[config.mk]
export PLATFORM = sky130hd
export DESIGN_NAME = mem_port_arbiter
export DESIGN_NICKNAME = d
export VERILOG_FILES = /design/src/rtl/mem_port_arbiter.sv
export SDC_FILE = /design/constraint.sdc
export NUM_CORES = 1
export LEC_CHECK = 0
export BUFFER_PORTS_ARGS = -buffer_cell sky130_fd_sc_hd__buf_2
export CAP_MARGIN = 20
export CELL_PAD_IN_SITES_DETAIL_PLACEMENT = 0
export CELL_PAD_IN_SITES_GLOBAL_PLACEMENT = 2
export CORE_UTILIZATION = 21
export DETAILED_ROUTE_END_ITERATION = 8
export PLACE_DENSITY = 0.92
export SYNTH_ARGS = -nofsm -noshare
export SYNTH_HDL_FRONTEND = slang
export SYNTH_SLANG_ARGS = --single-unit
export TNS_END_PERCENT = 1
[constraint.sdc]
create_clock -name clk -period 2 [get_ports clk]
set_clock_uncertainty 0.15 [all_clocks]
set_input_delay 0.4 -clock clk [delete_from_list [all_inputs] [get_ports clk]]
set_output_delay 0.4 -clock clk [all_outputs]
set_load 0.01 [all_outputs]
[src/rtl/mem_port_arbiter.sv]
// rtl/mem_port_arbiter.sv - two-requester (fetch/load-store) arbiter for one single-ported memory
// Define ARB_DATA_PRIORITY_EN to give D fixed priority on ties instead of round-robin.
module mem_port_arbiter #(
  parameter int AW      = 32,
  parameter int DW      = 32,
  parameter int MEM_LAT = 1
) (
  input  logic          clk,
  input  logic          rst,
  input  logic          i_req,
  input  logic [AW-1:0] i_addr,
  output logic          i_gnt,
  output logic          i_rvalid,
  output logic [DW-1:0] i_rdata,
  input  logic          d_req,
  input  logic          d_we,
  input  logic [AW-1:0] d_addr,
  input  logic [DW-1:0] d_wdata,
  output logic          d_gnt,
  output logic          d_rvalid,
  output logic [DW-1:0] d_rdata,
  output logic          mem_en,
  output logic          mem_we,
  output logic          mem_sel,
  output logic [AW-1:0] mem_addr,
  output logic [DW-1:0] mem_wdata,
  input  logic [DW-1:0] mem_rdata
);

  typedef enum logic [1:0] {IDLE, ISSUE, WAIT, RESP} state_t;

  localparam logic [3:0] LAT_LAST = 4'(MEM_LAT - 1);

  state_t     state, state_nxt;
  logic       owner, owner_nxt;   // 0 = I, 1 = D
  logic [3:0] lat_cnt, lat_cnt_nxt;
  logic       winner;
  logic       capture;

`ifdef ARB_DATA_PRIORITY_EN
  assign winner = d_req;
`else
  logic last_grant;

  // On a tie, the requester that was not granted last time wins.
  assign winner = (i_req & d_req) ? ~last_grant : d_req;

  always_ff @(posedge clk) begin
    if (rst)
      last_grant <= 1'b1;
    else if (state == IDLE && (i_req | d_req))
      last_grant <= winner;
  end
`endif

  assign capture = (state == WAIT) && (lat_cnt == LAT_LAST);

  always_ff @(posedge clk) begin
    if (rst) begin
      state   <= IDLE;
      owner   <= 1'b0;
      lat_cnt <= '0;
      i_rdata <= '0;
      d_rdata <= '0;
    end else begin
      state   <= state_nxt;
      owner   <= owner_nxt;
      lat_cnt <= lat_cnt_nxt;
      if (capture) begin
        if (owner)
          d_rdata <= mem_rdata;
        else
          i_rdata <= mem_rdata;
      end
    end
  end

  always_comb begin
    state_nxt   = state;
    owner_nxt   = owner;
    lat_cnt_nxt = lat_cnt;
    mem_en      = 1'b0;
    mem_we      = 1'b0;
    mem_sel     = 1'b0;
    mem_addr    = '0;
    mem_wdata   = '0;
    i_gnt       = 1'b0;
    d_gnt       = 1'b0;
    i_rvalid    = 1'b0;
    d_rvalid    = 1'b0;
    case (state)
      IDLE: begin
        if (i_req | d_req) begin
          owner_nxt = winner;
          state_nxt = ISSUE;
        end
      end
      ISSUE: begin
        mem_en    = 1'b1;
        mem_sel   = owner;
        mem_addr  = owner ? d_addr : i_addr;
        mem_we    = owner & d_we;
        mem_wdata = owner ? d_wdata : '0;
        i_gnt     = ~owner;
        d_gnt     = owner;
        if (owner && d_we) begin
          state_nxt = IDLE;
        end else begin
          lat_cnt_nxt = '0;
          state_nxt   = WAIT;
        end
      end
      WAIT: begin
        mem_sel     = owner;
        lat_cnt_nxt = lat_cnt + 4'd1;
        if (capture)
          state_nxt = RESP;
      end
      RESP: begin
        mem_sel   = owner;
        i_rvalid  = ~owner;
        d_rvalid  = owner;
        state_nxt = IDLE;
      end
      default: state_nxt = IDLE;
    endcase
  end

endmodule

# == Yosys cells after proc, flatten, opt, wreduce, memory -nomap -nowiden ==
# Index checks and enable logic that the tools add are counted.
# totals
regBits,72
input_bits,133
out_inout_bits,135
wordCells,48
# classes
addsub,1
n_eq_ne,6
n_mux,18
bitwise,5
n_reduce_logical,12
# ops
cell,count
$mux 32,4
$reduce_and 2->1,5
$mux 1,8
$pmux 2 s4,1
$pmux 4 s2,1
$mux 2,3
$add 4x1->4 const B,1
$eq 2x2->1 const B,2
$logic_not 4->1,1
$mux 4,1
$ne 2x2->1 const B,2
$logic_and 1x1->1,3
$reduce_or 3->1,1
$and 1x1->1,2
$eq 2x1->1 const B,1
$logic_not 2->1,1
$ne 2x1->1 const B,1
$not 1->1,2
$reduce_bool 2->1,1
$or 1x1->1,1

# == Longest topological paths before layout ==
# logic_depth
word_depth,4
depth_mapped,7
mapped_depth_nobuf,5

# == Least setup slack after synthesis ==
# OpenSTA, ideal clock, no wires.
# synth_path
path_type,register to output
start,register (tool-made name)
end,output port mem_wdata[23]
t_arrival_ns,1.410
required_ns,1.450
setup_slack_ns,0.040
stages_incl_launch_ff,7
n_path_buf,3
path_cell_list,dfxtp_1 -> buf_2 -> nand2b_1 -> buf_2 -> inv_1 -> clkbuf_1 -> and3_1
# synth_rtl
element,line_no,source
"end, declared",26,"output logic [DW-1:0] mem_wdata,"

# == Worst setup path after layout ==
# layout_path
start,register owner
end,output port mem_addr[24]
# layout_between
elab_chain_len,2
# layout_rtl
element,line_no,source
"start, declared",35,"logic owner, owner_nxt;"
"start signal, assigned",67,owner <= owner_nxt;
$mux 32,101,mem_addr = owner ? d_addr : i_addr;
$mux 32,91,case (state)
"end, declared",25,"output logic [AW-1:0] mem_addr,"
# No other way between the ends.

==> results.md <==
- Total CTS buffers: 9
- DRT antenna net count: 0
- Max cap viols: 0
- Library cells used by synthesis: 33
- Syn Area/Cell: 8.67 um^2
- Outcome: completed
- Final hold vios: 0
- Seq/Total Area, Yosys: 40.4%
- Power Density: 717 nW/um^2
- Crit path launch type: flop
- Post-Synthesis Cells: 412
- Die ar.: 17500 um^2
- Post-synthesis compound-gate area fraction: 1.93%
- Post-Route WL: 12700 um
- GR Overflow Total: 0
- GR Util All Layers: 13.9%
- Buffer depth of the longest clock path: 2
- CP Class: flop to primary output
- Die W: 132 um
- Fin util: 34.4%
- Critical Path RT: 1.45 ns
- CTS tree: done
- TNS Setup: 0 ns
- Xor/xnor share of the synthesized area: 0%
- Endpoints failing setup: 0
- Fraction of layout cells with a size suffix above 1: 47.0%
- Post-synthesis adder-cell area fraction: 0.701%
- Post-DP HPWL: 9690 um
- RSZ-0062 raised after global routing: true
- Drt initial violations: 76
- Tcrit/Tclk final: 96.5%
- Vias in the first global route: 3615
- Clk root buf: clkbuf_16
- Most common cell after layout, fill and taps aside: buf_2
- IO Pins: 268
- First-pass DRT Iterations: 4
- WL per Instance: 14.2 um
- Core ar.: 16600 um^2
- Vias/cell: 4.19
- N_diodes: 0
- Arr. time, crit path: 1.38 ns
- Critical path peak fanout: 13
- Leakage: 3.13 nW
- Synth Cell Area: 3570 um^2
- First-pass GRT wire length: 18900 um
- Slew margin rel.: 72.4%
- Total number of vias: 3748
- Largest net degree at the start of global routing: 97
- Most frequent cells in the layout: buf_2, nand2_1, mux2i_1
- Period minus WS final: 1.93 ns
- Mux cell area share after synthesis: 27.5%
- Achievable clock frequency: 518 MHz
- Slew at the pin with the worst max-slew slack: 0.413 ns
- Register bit count reported by yosys: 72
- Die Y: 132 um
- Initial antenna violation count: 0
- Initial Utilization: 21.5%
- # H-tree levels: 3
- Post-synthesis simple-gate area fraction: 24.1%
- CP Capture Type: primary output
- DRC: 0
- Synth warnings: 0
- Main combinational cell family by area after synthesis: multiplexers
- Syn_nets: 547
- Worst hold-check path type: primary input to flop
- Routability cong.: 0.841
- IO Port Bufs: 267
- Area grow syn2layout: 59.6%
- # fillers: 1805
- Final-report max-slew violation count: 0
- Nets: 805
- Std-Cell Rows: 47
- CTS Sinks: 72
- Clk Latency, worst-skew pair: 0.33 ns
- Peak supply drop: 0.000328 V
- Clock transition at path regs: 0.06 ns
==> synthesized netlist by cell type, drive strengths merged <==
master	count	share of area [%]
a211o	1	0.25
a211oi	1	0.21
a21boi	1	0.21
a21oi	1	0.14
a22o	1	0.25
a32oi	1	0.25
and3	35	6.1
and4	1	0.25
buf	15	2.7
clkbuf	21	2.2
dfxtp	72	40
ha	2	0.70
inv	5	0.53
mux2	2	0.63
mux2i	96	27
nand2	101	11
nand2b	3	0.74
nand3	1	0.14
nor2	39	4.1
nor2b	2	0.35
nor3	1	0.14
nor4	3	0.70
nor4b	1	0.25
o211a	1	0.28
o211ai	1	0.21
o21ai	1	0.14
or3b	1	0.25
or4	2	0.42
==> worst max-delay path, cell delays in order, from the launching register on <==
cell and delay, ns:
dfxtp_4 0.43, buf_12 0.18, mux2i_1 0.23, nor2_1 0.06, buf_2 0.15
==> repair_timing <==
action	CTS	global route
endpoints found under the setup margin	68	49
setup buffers	3	1
resized for setup	17	11
endpoints found under the hold margin	0	0
hold buffers	0	0
gates cloned	3	1
==> sequential cells by signal, indices dropped and copies added (netlist names), named ones only <==
name and cells:
state 1, lat_cnt 4, d_rdata 32, owner 1, i_rdata 32, last_grant 1
==> through the flow <==
stage,total power [mW],hold WS [ns],instances,worst slack (ns),cell area (um^2)
2_1_floorplan,1.95,0.316,412,0.0403,3570
3_3_place_gp,2.29,0.290,873,0.162,5160
3_5_place_dp,2.29,0.298,873,0.178,5160
4_1_cts,4.16,0.169,895,-0.0267,5660
5_1_grt,4.31,0.179,895,-0.0140,5700
6_report,4.09,0.188,895,0.0707,5700
==> cell families after synthesis <==
family | Yosys count
fa+ha+maj | 2
flops | 72
compound gates | 9
buf+inv | 41
simple gates | 190
mux | 98
==> per-layer routing <==
layer / vias up / share of wire, % / track usage [%]
met5: - / 0 / 0
met4: 0 / 2.0 / 4.47
met3: 15 / 8.5 / 5.23
met2: 167 / 50 / 25.4
met1: 1662 / 39 / 14.5
li1: 1904 / - / -
==> where the power goes <==
part | total (mW) | switching [mW] | leakage (nW) | internal [mW]
Combinational | 0.811 | 0.416 | 2.38 | 0.394
Clock | 1.75 | 0.593 | 0.165 | 1.16
Sequential | 1.53 | 0.0378 | 0.585 | 1.49
==> worst paths after layout <==
check,endpoint,slack (ns),from,depth (start not counted)
worst min-delay path,flop,0.19,rst,2
worst max-delay path,mem_addr[24],0.07,owner,4
worst max register to register,d_rdata[22],0.16,owner,5
worst min register to register,d_rdata[30],0.30,d_rdata[30],2
==> layout make-up <==
cell class                      instances  area (um^2)  area share (%)
Clock buffer                           11          253            4.44
Clock inverter                          5         78.8            1.38
Inverter                                5         26.3           0.461
Multi-Input combinational cell        299         1980            34.7
Sequential cell                        72         1450            25.5
Tap cell                              220          275            4.83
Timing Repair Buffer                  283         1630            28.7
(Power assumes the default switching activity.)
